`src/rtl/pong_pkg.sv`:
```
// Shared definitions for the pong game-state engine.
// Holds the visible-area constants, the serve-centre coordinates, the game FSM
// state type and the signed coordinate type used for ball step/compare math.
package pong_pkg;

  localparam int H_VIS = 640;
  localparam int V_VIS = 480;

  // Top-left of an 8x8 ball centred in the visible area, and the paddle rest row.
  localparam logic [9:0] BALL_CX        = 10'd316;
  localparam logic [9:0] BALL_CY        = 10'd236;
  localparam logic [9:0] PADDLE_START_Y = 10'd208;

  typedef enum logic [1:0] {
    SERVE,
    PLAY,
    POINT,
    GAME_OVER
  } state_e;

  // 11-bit signed so a step past either screen edge stays comparable.
  typedef logic signed [10:0] coord_t;

endpackage

```
`src/rtl/paddle_ctrl.sv`:
```
// One paddle: 2-flop synchronisers for its raw up/down buttons and the
// per-frame move/clamp of its y position.
// Ports:
//   clk50M, reset          clock, synchronous active-high reset
//   frame_tick             one-cycle frame update strobe
//   freeze                 hold position (game over)
//   up_raw, down_raw       asynchronous button inputs
//   up_sync, down_sync     synchronised button levels
//   y                      paddle top y (registered)
module paddle_ctrl
  import pong_pkg::*;
#(
  parameter int PADDLE_H     = 64,
  parameter int PADDLE_SPEED = 4
) (
  input  logic       clk50M,
  input  logic       reset,
  input  logic       frame_tick,
  input  logic       freeze,
  input  logic       up_raw,
  input  logic       down_raw,
  output logic       up_sync,
  output logic       down_sync,
  output logic [9:0] y
);

  localparam logic [9:0] Y_MAX = 10'(V_VIS - PADDLE_H);
  localparam logic [9:0] SPEED = 10'(PADDLE_SPEED);

  logic       up_meta_q, up_sync_q;
  logic       down_meta_q, down_sync_q;
  logic [9:0] y_q, y_d;

  always_comb begin
    y_d = y_q;
    if (frame_tick && !freeze) begin
      if (up_sync_q && !down_sync_q) begin
        y_d = (y_q < SPEED) ? '0 : y_q - SPEED;
      end else if (down_sync_q && !up_sync_q) begin
        // Compare against Y_MAX - SPEED so the sum never needs an extra bit.
        y_d = (y_q > Y_MAX - SPEED) ? Y_MAX : y_q + SPEED;
      end
    end
  end

  always_ff @(posedge clk50M) begin
    if (reset) begin
      up_meta_q   <= 1'b0;
      up_sync_q   <= 1'b0;
      down_meta_q <= 1'b0;
      down_sync_q <= 1'b0;
      y_q         <= PADDLE_START_Y;
    end else begin
      up_meta_q   <= up_raw;
      up_sync_q   <= up_meta_q;
      down_meta_q <= down_raw;
      down_sync_q <= down_meta_q;
      y_q         <= y_d;
    end
  end

  assign up_sync   = up_sync_q;
  assign down_sync = down_sync_q;
  assign y         = y_q;

endmodule

```
`src/rtl/pong_engine.sv`:
```
// Pong game-state engine: ball, paddles, scores and serve/point sequencing,
// updated once per frame on the rising (trailing) edge of the active-low VS.
// Optional macro PONG_BALL_SPEEDUP_EN: ball speed register that grows by one
// per paddle hit (saturating at 2*BALL_SPEED) and resets on each serve.
// Ports:
//   clk50M, reset                    clock, synchronous active-high reset
//   VS                               vertical sync, active low, asynchronous
//   p1_up, p1_down, p2_up, p2_down   raw buttons, asynchronous
//   ball_x, ball_y                   ball top-left
//   paddle_one_x/y, paddle_two_x/y   paddle top-left (x constant)
//   score_one, score_two             scores
//   game_over                        high when either score reaches WIN_SCORE
module pong_engine
  import pong_pkg::*;
#(
  parameter int BALL_SIZE    = 8,
  parameter int PADDLE_W     = 8,
  parameter int PADDLE_H     = 64,
  parameter int PADDLE_ONE_X = 16,
  parameter int PADDLE_TWO_X = 616,
  parameter int PADDLE_SPEED = 4,
  parameter int BALL_SPEED   = 2,
  parameter int SERVE_FRAMES = 60,
  parameter int WIN_SCORE    = 7
) (
  input  logic       clk50M,
  input  logic       reset,
  input  logic       VS,
  input  logic       p1_up,
  input  logic       p1_down,
  input  logic       p2_up,
  input  logic       p2_down,
  output logic [9:0] ball_x,
  output logic [9:0] ball_y,
  output logic [9:0] paddle_one_x,
  output logic [9:0] paddle_one_y,
  output logic [9:0] paddle_two_x,
  output logic [9:0] paddle_two_y,
  output logic [3:0] score_one,
  output logic [3:0] score_two,
  output logic       game_over
);

  localparam coord_t L_EDGE = coord_t'(PADDLE_ONE_X + PADDLE_W);
  localparam coord_t R_EDGE = coord_t'(PADDLE_TWO_X - BALL_SIZE);
  localparam coord_t X_MAX  = coord_t'(H_VIS - BALL_SIZE);
  localparam coord_t Y_MAX  = coord_t'(V_VIS - BALL_SIZE);
  localparam coord_t BS     = coord_t'(BALL_SIZE);
  localparam coord_t PH     = coord_t'(PADDLE_H);

  logic       vs_meta_q, vs_sync_q, vs_prev_q;
  logic       frame_tick;
  logic       p1_up_s, p1_down_s, p2_up_s, p2_down_s;
  logic       freeze;

  state_e     state_q, state_d;
  logic [7:0] serve_cnt_q, serve_cnt_d;
  logic [9:0] ball_x_q, ball_x_d, ball_y_q, ball_y_d;
  logic       dir_x_q, dir_x_d, dir_y_q, dir_y_d;  // 1 = right / down
  logic [3:0] score_one_q, score_one_d, score_two_q, score_two_d;
  logic       game_over_q, game_over_d;

  coord_t     step, bx, by, nx, ny, p1y, p2y;
  logic       hit_one, hit_two;

`ifdef PONG_BALL_SPEEDUP_EN
  logic [2:0] speed_q, speed_d;
  assign step = coord_t'({8'd0, speed_q});
`else
  assign step = coord_t'(BALL_SPEED);
`endif

  // Idle level of VS is high, so the synchroniser resets high to avoid a
  // spurious frame tick straight out of reset.
  assign frame_tick = vs_sync_q & ~vs_prev_q;
  assign freeze     = (state_q == GAME_OVER);

  paddle_ctrl #(.PADDLE_H(PADDLE_H), .PADDLE_SPEED(PADDLE_SPEED)) u_paddle_one (
    .clk50M    (clk50M),
    .reset     (reset),
    .frame_tick(frame_tick),
    .freeze    (freeze),
    .up_raw    (p1_up),
    .down_raw  (p1_down),
    .up_sync   (p1_up_s),
    .down_sync (p1_down_s),
    .y         (paddle_one_y)
  );

  paddle_ctrl #(.PADDLE_H(PADDLE_H), .PADDLE_SPEED(PADDLE_SPEED)) u_paddle_two (
    .clk50M    (clk50M),
    .reset     (reset),
    .frame_tick(frame_tick),
    .freeze    (freeze),
    .up_raw    (p2_up),
    .down_raw  (p2_down),
    .up_sync   (p2_up_s),
    .down_sync (p2_down_s),
    .y         (paddle_two_y)
  );

  assign bx  = coord_t'({1'b0, ball_x_q});
  assign by  = coord_t'({1'b0, ball_y_q});
  assign p1y = coord_t'({1'b0, paddle_one_y});
  assign p2y = coord_t'({1'b0, paddle_two_y});
  assign nx  = dir_x_q ? bx + step : bx - step;
  assign ny  = dir_y_q ? by + step : by - step;

  // A hit needs the step to cross the paddle face from the open side, with
  // the ball's current rows overlapping the paddle.
  assign hit_one = !dir_x_q && (nx <= L_EDGE) && (bx >= L_EDGE) &&
                   (by + BS > p1y) && (by < p1y + PH);
  assign hit_two = dir_x_q && (nx >= R_EDGE) && (bx <= R_EDGE) &&
                   (by + BS > p2y) && (by < p2y + PH);

  always_comb begin
    state_d     = state_q;
    serve_cnt_d = serve_cnt_q;
    ball_x_d    = ball_x_q;
    ball_y_d    = ball_y_q;
    dir_x_d     = dir_x_q;
    dir_y_d     = dir_y_q;
    score_one_d = score_one_q;
    score_two_d = score_two_q;
`ifdef PONG_BALL_SPEEDUP_EN
    speed_d     = speed_q;
`endif

    if (frame_tick) begin
      unique case (state_q)
        SERVE: begin
          ball_x_d = BALL_CX;
          ball_y_d = BALL_CY;
`ifdef PONG_BALL_SPEEDUP_EN
          speed_d  = 3'(BALL_SPEED);
`endif
          if (serve_cnt_q == 8'(SERVE_FRAMES - 1)) begin
            serve_cnt_d = '0;
            state_d     = PLAY;
          end else begin
            serve_cnt_d = serve_cnt_q + 8'd1;
          end
        end

        PLAY: begin
          if (ny <= coord_t'(0)) begin
            ball_y_d = '0;
            dir_y_d  = 1'b1;
          end else if (ny >= Y_MAX) begin
            ball_y_d = Y_MAX[9:0];
            dir_y_d  = 1'b0;
          end else begin
            ball_y_d = ny[9:0];
          end

          if (hit_one) begin
            ball_x_d = L_EDGE[9:0];
            dir_x_d  = 1'b1;
`ifdef PONG_BALL_SPEEDUP_EN
            if (speed_q < 3'(2 * BALL_SPEED)) speed_d = speed_q + 3'd1;
`endif
          end else if (hit_two) begin
            ball_x_d = R_EDGE[9:0];
            dir_x_d  = 1'b0;
`ifdef PONG_BALL_SPEEDUP_EN
            if (speed_q < 3'(2 * BALL_SPEED)) speed_d = speed_q + 3'd1;
`endif
          end else if (nx <= coord_t'(0)) begin
            ball_x_d    = '0;
            dir_x_d     = 1'b0;
            score_two_d = score_two_q + 4'd1;
            state_d     = POINT;
          end else if (nx >= X_MAX) begin
            ball_x_d    = X_MAX[9:0];
            dir_x_d     = 1'b1;
            score_one_d = score_one_q + 4'd1;
            state_d     = POINT;
          end else begin
            ball_x_d = nx[9:0];
          end
        end

        POINT: begin
          ball_x_d    = BALL_CX;
          ball_y_d    = BALL_CY;
          serve_cnt_d = '0;
          if (score_one_q == 4'(WIN_SCORE) || score_two_q == 4'(WIN_SCORE)) begin
            state_d = GAME_OVER;
          end else begin
            state_d = SERVE;
          end
        end

        GAME_OVER: begin
          ball_x_d = BALL_CX;
          ball_y_d = BALL_CY;
          if (p1_up_s || p1_down_s || p2_up_s || p2_down_s) begin
            score_one_d = '0;
            score_two_d = '0;
            serve_cnt_d = '0;
            state_d     = SERVE;
          end
        end

        default: state_d = SERVE;
      endcase
    end

    game_over_d = (score_one_d == 4'(WIN_SCORE)) || (score_two_d == 4'(WIN_SCORE));
  end

  always_ff @(posedge clk50M) begin
    if (reset) begin
      vs_meta_q   <= 1'b1;
      vs_sync_q   <= 1'b1;
      vs_prev_q   <= 1'b1;
      state_q     <= SERVE;
      serve_cnt_q <= '0;
      ball_x_q    <= BALL_CX;
      ball_y_q    <= BALL_CY;
      dir_x_q     <= 1'b1;
      dir_y_q     <= 1'b1;
      score_one_q <= '0;
      score_two_q <= '0;
      game_over_q <= 1'b0;
`ifdef PONG_BALL_SPEEDUP_EN
      speed_q     <= 3'(BALL_SPEED);
`endif
    end else begin
      vs_meta_q   <= VS;
      vs_sync_q   <= vs_meta_q;
      vs_prev_q   <= vs_sync_q;
      state_q     <= state_d;
      serve_cnt_q <= serve_cnt_d;
      ball_x_q    <= ball_x_d;
      ball_y_q    <= ball_y_d;
      dir_x_q     <= dir_x_d;
      dir_y_q     <= dir_y_d;
      score_one_q <= score_one_d;
      score_two_q <= score_two_d;
      game_over_q <= game_over_d;
`ifdef PONG_BALL_SPEEDUP_EN
      speed_q     <= speed_d;
`endif
    end
  end

  assign ball_x       = ball_x_q;
  assign ball_y       = ball_y_q;
  assign paddle_one_x = 10'(PADDLE_ONE_X);
  assign paddle_two_x = 10'(PADDLE_TWO_X);
  assign score_one    = score_one_q;
  assign score_two    = score_two_q;
  assign game_over    = game_over_q;

endmodule
```
`config.mk`:
```
export PLATFORM = sky130hd
export DESIGN_NAME = pong_engine
export DESIGN_NICKNAME = d
export VERILOG_FILES = /design/src/rtl/pong_pkg.sv /design/src/rtl/paddle_ctrl.sv /design/src/rtl/pong_engine.sv
export SDC_FILE = /design/constraint.sdc
export NUM_CORES = 1
export LEC_CHECK = 0
export BUFFER_PORTS_ARGS = -buffer_cell sky130_fd_sc_hd__buf_4
export CAP_MARGIN = 25
export CORE_MARGIN = 5
export CORE_UTILIZATION = 45
export DETAILED_ROUTE_END_ITERATION = 8
export PLACE_DENSITY = 0.67
export SETUP_SLACK_MARGIN = 0.1
export SYNTH_ARGS = -nofsm -noshare
export SYNTH_HDL_FRONTEND = slang
export SYNTH_HIERARCHICAL = 1
export SYNTH_SLANG_ARGS = --single-unit
export TNS_END_PERCENT = 100
```
`constraint.sdc`:
```
create_clock -name clk50M -period 3.45 [get_ports clk50M]
set_input_delay 0.69 -clock clk50M [delete_from_list [all_inputs] [get_ports clk50M]]
set_output_delay 0.69 -clock clk50M [all_outputs]
set_load 0.02 [all_outputs]
```
======== Yosys cells after proc, flatten, opt, wreduce, memory -nomap -nowiden ========
Cells that the tools add are included.
storage, ports and cells
  input bits .............................. 7
  register bits ........................... 72
  output and inout bits ................... 69
  word-level logic and storage cells ...... 152
cells by class
  eq/ne operators ......................... 13
  magnitude comparators ................... 16
  add/sub/neg operators ................... 14
  bitwise operators ....................... 2
  reductions and logical operators ........ 37
  multiplexer cells ....................... 48
operator list
  operator                 number
  $mux W10                 14
  $mux W4                  11
  $pmux W10 S2             2
  $pmux W8 S3              1
  $add A10 B2 Y11 const B  2
  $add A10 B7 Y11 const B  2
  $ge A11 B11 Y1 const B   2
  $gt A11 B11 Y1           2
  $le A11 B1 Y1 const B    2
  $lt A11 B11 Y1           2
  $mux W11                 2
  $sub A10 B2 Y11 const B  2
  $add A10 B3 Y10 const B  2
  $gt A10 B9 Y1 const B    2
  $lt A10 B3 Y1 const B    2
  $sub A10 B3 Y10 const B  2
  $eq A4 B3 Y1 const B     4
  $mux W8                  2
  $pmux W4 S2              2
  $mux W2                  7
  $logic_and A1 B1 Y1      13
  $add A10 B4 Y11 const B  1
  $ge A11 B10 Y1 const B   1
  $le A11 B6 Y1 const B    1
  23 further kinds         47

======== Depth between registers and ports, before layout ========
Gate-level depths: netlist (run 1).
  word-level depth ........................ 13
  gate-level depth with buffers ........... 14
  gate-level depth less buffers ........... 14

======== Modules after synthesis ========
The synthesis (run 1) kept the hierarchy.
by module, submodules not included
  module       times used  cells each  sequential area each (sq um)  area each (sq um)
  pong_engine  1           521         840.8                         4137.7
  paddle_ctrl  2           107         240.2                         907.1

======== Worst setup path before layout (run 1) ========
Ideal clock, no wire load.
  path kind ............................... reg2reg
  from .................................... register u_paddle_two.y_q[7] (netlist: u_paddle_two/y[7])
  to ...................................... register state_q[0]
  data required time ...................... 3383 ps
  path buffers ............................ 0
  cell stages (with the launch flop) ...... 13
  data arrival time ....................... 3402 ps
  period minus slack after synthesis ...... 3469 ps
  slack ................................... -19 ps
  library setup time ...................... 67 ps
  path through ............................ dfxtp_1 -> ha_1 -> xnor2_1 -> ha_1 -> a21o_1 -> a2111o_1 -> a211oi_2 -> o2111ai_1 -> a2111oi_4 -> a21oi_2 -> a311o_1 -> a21bo_1 -> a21oi_2
on the way
  word-level cells in the longest chain between the ends .. 5
  elaborated cells between the ends (all ways) .. 7
  those cells by class .................... add/sub: 1; order compare: 2; eq/ne: 1; reduce/logical: 3
ends and longest elaborated chain
  element                                                       line                                    text
  start: declaration                                            paddle_ctrl.sv:32                       logic [9:0] y_q, y_d;
  start signal: assignment                                      paddle_ctrl.sv:58                       y_q <= y_d;
  $add A10 B7 Y11 / $gt A11 B11 Y1 (equally long branches)      pong_engine.sv:114                      (by + BS > p2y) && (by < p2y + PH);
  $lt A11 B11 Y1 / $logic_and A1 B1 Y1 (equally long branches)  pong_engine.sv:114, pong_engine.sv:113
  $logic_and A1 B1 Y1 (*)                                       pong_engine.sv:114
  $ne A2 B2 Y1 (no source line) (*)                             --
  $reduce_and A6 Y1 (no source line) (*)                        --
  end signal: assignment                                        pong_engine.sv:233                      state_q <= state_d;
  end: declaration                                              pong_engine.sv:56                       state_e state_q, state_d;
Every way passes the cells marked *; elsewhere a longest branch is shown, timed or not.
A chain may end at the register's enable or synchronous reset.

======== Worst setup path after layout (run 1) ========
  from .................................... register dir_x_q
  to ...................................... register dir_x_q
on the way
  word-level cells in the longest chain between the ends .. 8
  elaborated cells between the ends (all ways) .. 19
  those cells by class .................... order compare: 4; mux: 4; reduce/logical: 11
ends and longest elaborated chain
  element                                                                line                                    text
  start: declaration                                                     pong_engine.sv:59                       logic dir_x_q, dir_x_d, dir_y_q, dir_y_d;
  start signal: assignment                                               pong_engine.sv:237                      dir_x_q <= dir_x_d;
  $mux W11                                                               pong_engine.sv:106                      assign nx = dir_x_q ? bx + step : bx - step;
  $le A11 B6 Y1 / $ge A11 B11 Y1 (equally long branches)                 pong_engine.sv:111, pong_engine.sv:113
  $logic_and A1 B1 Y1 (on tied branches) (3 in a row)                    pong_engine.sv:111, pong_engine.sv:113
  $logic_and A1 B1 Y1 (on tied branches)                                 pong_engine.sv:112, pong_engine.sv:114
  $reduce_bool A4 Y1 (no source line) / $mux W1 (equally long branches)  --
  $reduce_and A3 Y1 (no source line) / $mux W1 (equally long branches)   --
Several ways; a longest one is shown, not always the timed one.

==> qor.csv, run 1 <==
metric;value;unit
antenna violations before repair;0;
post-route insts no fill;982;
status;complete, no violations;
Total Routing Usage GR;0.198;
Crit. End Element;register;
register area;1330;um2
Commonest cells post-synth;dfxtp_1 (66), ha_1 (62), nor2_1 (52);
Peak supply drop;261;uV
Power Density;251;nW/um2
Synth area leaders;dfxtp_1 (22%), ha_1 (13%), a21oi_1 (4.3%);
setup violators final;0;
# rows;42;
YS warnings;6;
Die ar.;15600;um2
Syn Inst Count;735;
area share of the largest cell type after synthesis;0.222;
I/O Pins;76;
vias in the first global route;5483;
register area share after synthesis;0.222;
IO Port Bufs;49;
Max Cap Viol;0;
CTS tree;built;
Mean Syn Cell Area;8.10;um2
WP data arrival;3.40;ns
critical path peak fanout;8;
Clock Latency Late Sink;0.34;ns
crit share post-route;0.930;
share of cells above drive strength 1;0.194;
Core Area;13100;um2
Yosys cell types;87;
Max-slew headroom;0.591;
Least-Margin Pin Slew;0.613;ns
CTS Buf Count;9;
Area growth syn-to-layout;15.7;%
placed instance count;964;
WS Path Type;register to register;
Initial Util;0.455;
remaining antenna violation count;0;
final core utilization;0.526;
async set or reset register ratio after synthesis;0;
die span in x;125;um
drt wl/cell;16.2;um
# nets final;873;
dpl cell area;6530;um2
P_leak;0.00289;uW
Clock Pin Slew Worst Setup and Hold Paths;0.06;ns
Yosys top cell by area;dfxtp_1;
Chip Height;125;um
ys flop type;dfxtp_1;
max-slew violations;0;
Final Power;1730;uW
first-pass GRT wire length;26300;um
vias post-DR;5802;
CTS sink count;66;
setup tns final;0;ns
drt pass-1 iters;7;
HP Class;register to register;
Post-route DRC;0;
gpl congestion;0.932;
EDFF count, synth;0;
H-tree depth;3;
top-count cell post-synth;dfxtp_1;
flops & latches, synth;66;
layout filler cell count;1245;
final instance area;6890;um2
clk root buf;clkbuf_16;
multi-input logic area;4200;um2
reg2reg setup slack;0.24;ns
vias per cell;5.91;
FMAX;0.312;GHz
Cell Area, Synth;5950;um2
largest net degree at the start of global routing;54;
worst path required time;3.64;ns
Hold Vio Cnt, Final;0;
fin crit period;3.21;ns
ANT cells;0;
hpwl dp;11800;um
Total Wirelength;15900;um
crit path launch type;register;
initial DRC count;370;
Clock Skew;0.00715;ns
GRT Residual Overflow;0;
RSZ-0062 raised after global routing;false;
maximum root-to-sink buffer count;2;
==> routing by layer <==
metal | global-route usage | vias up | wire, um
li1 | - | 2803 | -
met2 | 0.321 | 229 | 7520
met3 | 0.0435 | 30 | 998
met4 | 0.0759 | 0 | 318
met1 | 0.257 | 2740 | 7050
met5 | 0 | - | 0
==> where the power goes <==
part	switching [uW]	internal, uW	leakage, uW
combinational	80.1	34.0	0.00222
clock	323	517	0.000138
sequential	5.10	771	0.000534
total	408	1320	0.00289
==> layout make-up <==
class,count,share of cell area
sequential,66,0.193
tap,176,0.0320
inverter,47,0.0262
timing repair buffer,91,0.0997
multi-input combinational,587,0.610
clock buffer,12,0.0372
clock inverter,3,0.00218
==> critical path, cell delays in order (launching register included) <==
cell and delay, ns:
dfxtp_2 0.38, inv_2 0.11, ha_1 0.36, a21o_1 0.24, o21bai_1 0.17, a21oi_1 0.28, a211oi_2 0.11, buf_4 0.17
a41o_1 0.28, and2_1 0.23, or3_2 0.48, a21oi_1 0.15, o21ai_0 0.11
==> cell families after synthesis <==
| group | share of synthesized area |
|---|---|
| DFF | 0.222 |
| adders and majority gates | 0.137 |
| xor gates and xnor gates | 0.0397 |
| AOI/OAI and AO/OA | 0.271 |
| buffers and inverters | 0.0942 |
| other | 0.00252 |
| and+or+nand+nor | 0.229 |
| muxes | 0.00505 |
==> worst paths after layout <==
path                                     endpoint  cells after the start                               from
setup / recovery             dir_x_q$_SDFFE_PP1P_                     12               dir_x_q$_SDFFE_PP1P_
hold / removal    u_paddle_one/up_sync$_SDFF_PP0_                      1  u_paddle_one/up_meta_q$_SDFF_PP0_
setup reg to reg             dir_x_q$_SDFFE_PP1P_                     12               dir_x_q$_SDFFE_PP1P_
hold reg to reg   u_paddle_one/up_sync$_SDFF_PP0_                      1  u_paddle_one/up_meta_q$_SDFF_PP0_
==> state kept, by name, summed over array words and instances (netlist names), 2 cells and up <==
signal and cells:
score_one 4, serve_cnt_q 8, ball_x 9, u_paddle_two/y 8, ball_y 9, state_q 2
u_paddle_one/y 8, score_two 4
==> stage by stage <==
stage,hold WS (ns),setup slack (ns)
detailed placement,0.416,0.112
global placement,0.422,0.192
global route,0.445,0.0683
finish,0.432,0.242
floorplan,0.389,0.107
CTS,0.432,0.106
==> timing repair <==
action,CTS,global route
endpoints found under the setup margin,0,20
hold buffers,0,0
buffers inserted,0,3
gates resized for setup,0,17
==> layout by cell type (no fill, tap or decap), drive strengths merged, types with 16 or more instances in the layout <==
cell / netlist / layout
buf: 41 / 91
dfxtp: 66 / 66
ha: 62 / 62
a21oi: 56 / 56
nor2: 52 / 52
inv: 47 / 46
o21ai: 44 / 44
nand2: 41 / 41
conb: 4 / 26
nand3: 24 / 24
a211oi: 19 / 19
nor3: 17 / 17
xnor2: 16 / 16
nor2b: 16 / 16
Power figures use the tool's default switching activity.
==> run 2: changes to the inputs <==
Settings changed: SYNTH_HIERARCHICAL 1 to unset.
==> qor.csv, run 2 <==
metric;value;unit;change
status;complete, no violations;;
EDFF count, synth;0;;unchanged
CTS sink count;66;;unchanged
die span in x;121;um;-3.3%
P_leak;0.00265;uW;-8.2%
setup violators final;0;;unchanged
Area growth syn-to-layout;15.2;%;
Max Cap Viol;0;;unchanged
Yosys cell types;91;;+4.6%
Hold Vio Cnt, Final;0;;unchanged
placed instance count;878;;-8.9%
hpwl dp;11200;um;-4.7%
post-route insts no fill;894;;-9.0%
Post-route DRC;0;;unchanged
vias post-DR;5169;;-11%
vias in the first global route;4977;;-9.2%
HP Class;register to register;;
remaining antenna violation count;0;;unchanged
fin crit period;3.20;ns;-0.00725 ns
Chip Height;121;um;-3.3%
ys flop type;dfxtp_1;;
GRT Residual Overflow;0;;unchanged
Synth area leaders;dfxtp_1 (24%), ha_1 (15%), a21oi_1 (5.2%);;
first-pass GRT wire length;24400;um;-7.2%
max-slew violations;0;;unchanged
YS warnings;0;;-6
share of cells above drive strength 1;0.170;;-0.0235
WS Path Type;register to register;;
drt pass-1 iters;5;;-2
Clock Latency Late Sink;0.34;ns;about the same
Die ar.;14600;um2;-6.5%
async set or reset register ratio after synthesis;0;;unchanged
Initial Util;0.460;;+0.00545
RSZ-0062 raised after global routing;true;;
Worst path slowest cell;fa_1;;
most frequent cells in the layout;nor2_1 (73), buf_4 (65), ha_1 (62), dfxtp_1 (62), a21oi_1 (54);;
CTS tree;built;;
top-count cell post-synth;nor2_1;;
vias per cell;5.78;;-2.1%
Power Density;271;nW/um2;+8.0%
Syn Inst Count;691;;-6.0%
# nets final;816;;-6.5%
CTS Buf Count;9;;unchanged
Yosys top cell by area;dfxtp_1;;
Max-slew headroom;0.489;;-0.102
drt wl/cell;16.7;um;+3.2%
flops & latches, synth;66;;unchanged
Cell Area, Synth;5530;um2;-7.1%
Peak supply drop;235;uV;-9.6%
worst path required time;3.68;ns;+0.04 ns
H-tree depth;3;;unchanged
setup tns final;0;ns;unchanged
initial DRC count;340;;-8.1%
Least-Margin Pin Slew;0.759;ns;+0.146 ns
FMAX;0.312;GHz;+0.23%
Core Area;12000;um2;-8.2%
antenna violations before repair;0;;unchanged
Commonest cells post-synth;nor2_1 (73), dfxtp_1 (66), ha_1 (65);;
CP Cell Sequence;inv_1, fa_1, nand2b_1, a21oi_1, or4b_1, nand3_1, or2_4, o21a_4, a21oi_4, mux2i_1, o211ai_1, a32o_1;;
most common cell after layout, fill and taps aside;nor2_1;;
register area share after synthesis;0.239;;+0.0170
area share of the largest cell type after synthesis;0.239;;+0.0170
largest net degree at the start of global routing;46;;-15%
Final Power;1730;uW;-0.12%
Mean Syn Cell Area;8.00;um2;-1.2%
IO Port Bufs;49;;unchanged
hold buffer count at cts;0;;unchanged
Setup Buffers After CTS;0;;unchanged
maximum root-to-sink buffer count;2;;unchanged
ANT cells;0;;unchanged
crit share post-route;0.928;;-0.00210
crit path launch type;register;;
Total Routing Usage GR;0.203;;+0.00501
Clock Skew;0.0112;ns;+0.00407 ns
# rows;40;;-4.8%
Clock Pin Slew Worst Setup and Hold Paths;0.06;ns;about the same
WHS;0.396;ns;-0.0369 ns
Crit path largest cell delay;0.43;ns;-0.05 ns
WP data arrival;3.43;ns;+0.03 ns
critical path peak fanout;5;;-3
gpl congestion;0.946;;+1.5%
I/O Pins;76;;unchanged
Total Wirelength;14900;um;-6.0%
clk root buf;clkbuf_16;;
Crit. End Element;register;;
==> run 2: final cells by class <==
class	count	area, um2
clock inverters	7	52.6
multi-input cells	566	3970
well taps	147	184
inverters	34	128
clock buffers	9	225
fillers	1137	5640
flip-flops and latches	66	1330
repair buffers	65	488
==> run 2: worst paths after layout <==
kind	start	end	slack, ns	depth (start not counted)
worst max-delay path	ball_x[2]$_SDFFE_PP1P_	game_over$_SDFF_PP0_	0.25	12
worst min-delay path	vs_meta_q$_SDFF_PP1_	vs_sync_q$_SDFF_PP1_	0.40	1
worst max register to register	ball_x[2]$_SDFFE_PP1P_	game_over$_SDFF_PP0_	0.25	12
worst min register to register	vs_meta_q$_SDFF_PP1_	vs_sync_q$_SDFF_PP1_	0.40	1
==> run 2: what timing repair did <==
| action | CTS | global route |
|---|---|---|
| resized for setup | 3 | 20 |
| pin swaps | 0 | 2 |
| endpoints found under the setup margin | 1 | 18 |
==> run 2: critical path: cells and delay by family, from the launching register on <==
| kind | cells | cell delay, ns |
|---|---|---|
| AOI/OAI and AO/OA | 5 | 1.09 |
| and+or+nand+nor | 4 | 0.88 |
| adders and majority gates | 1 | 0.43 |
| DFF | 1 | 0.41 |
| muxes | 1 | 0.22 |
| buffers and inverters | 1 | 0.09 |
==> run 2: layer usage <==
metal	vias up	global-route usage	part of all wire
li1	2564	-	-
met1	2436	0.261	0.45
met2	150	0.341	0.49
met3	19	0.0440	0.046
met4	0	0.0559	0.013
met5	-	0	0
==> run 2: through the flow <==
stage          setup WS [ns]  utilization  instance area (um2)
2_1_floorplan          0.132            -                 5620
3_3_place_gp          0.0970        0.499                 5990
3_5_place_dp          0.0211        0.499                 5990
4_1_cts                0.141        0.523                 6280
5_1_grt               0.0686        0.530                 6370
6_report               0.249        0.530                 6370
==> run 2: report_power, final <==
group          internal, uW  switching [uW]
logic                  27.8            74.7
registers               769            4.87
clock network           489             362
==> run 2: kinds of logic (layout without fill, tap and decap cells) <==
| kind of cell | after synthesis | count (layout) | synth area share |
|---|---|---|---|
| simple gates | 236 | 236 | 0.216 |
| compound gates | 198 | 198 | 0.248 |
| buf+inv | 83 | 115 | 0.0774 |
| fa+ha+maj | 67 | 67 | 0.154 |
| flops | 66 | 66 | 0.239 |
| xor+xnor | 33 | 33 | 0.0523 |
| mux | 6 | 6 | 0.0118 |
| other cells | 2 | 26 | 0.00136 |
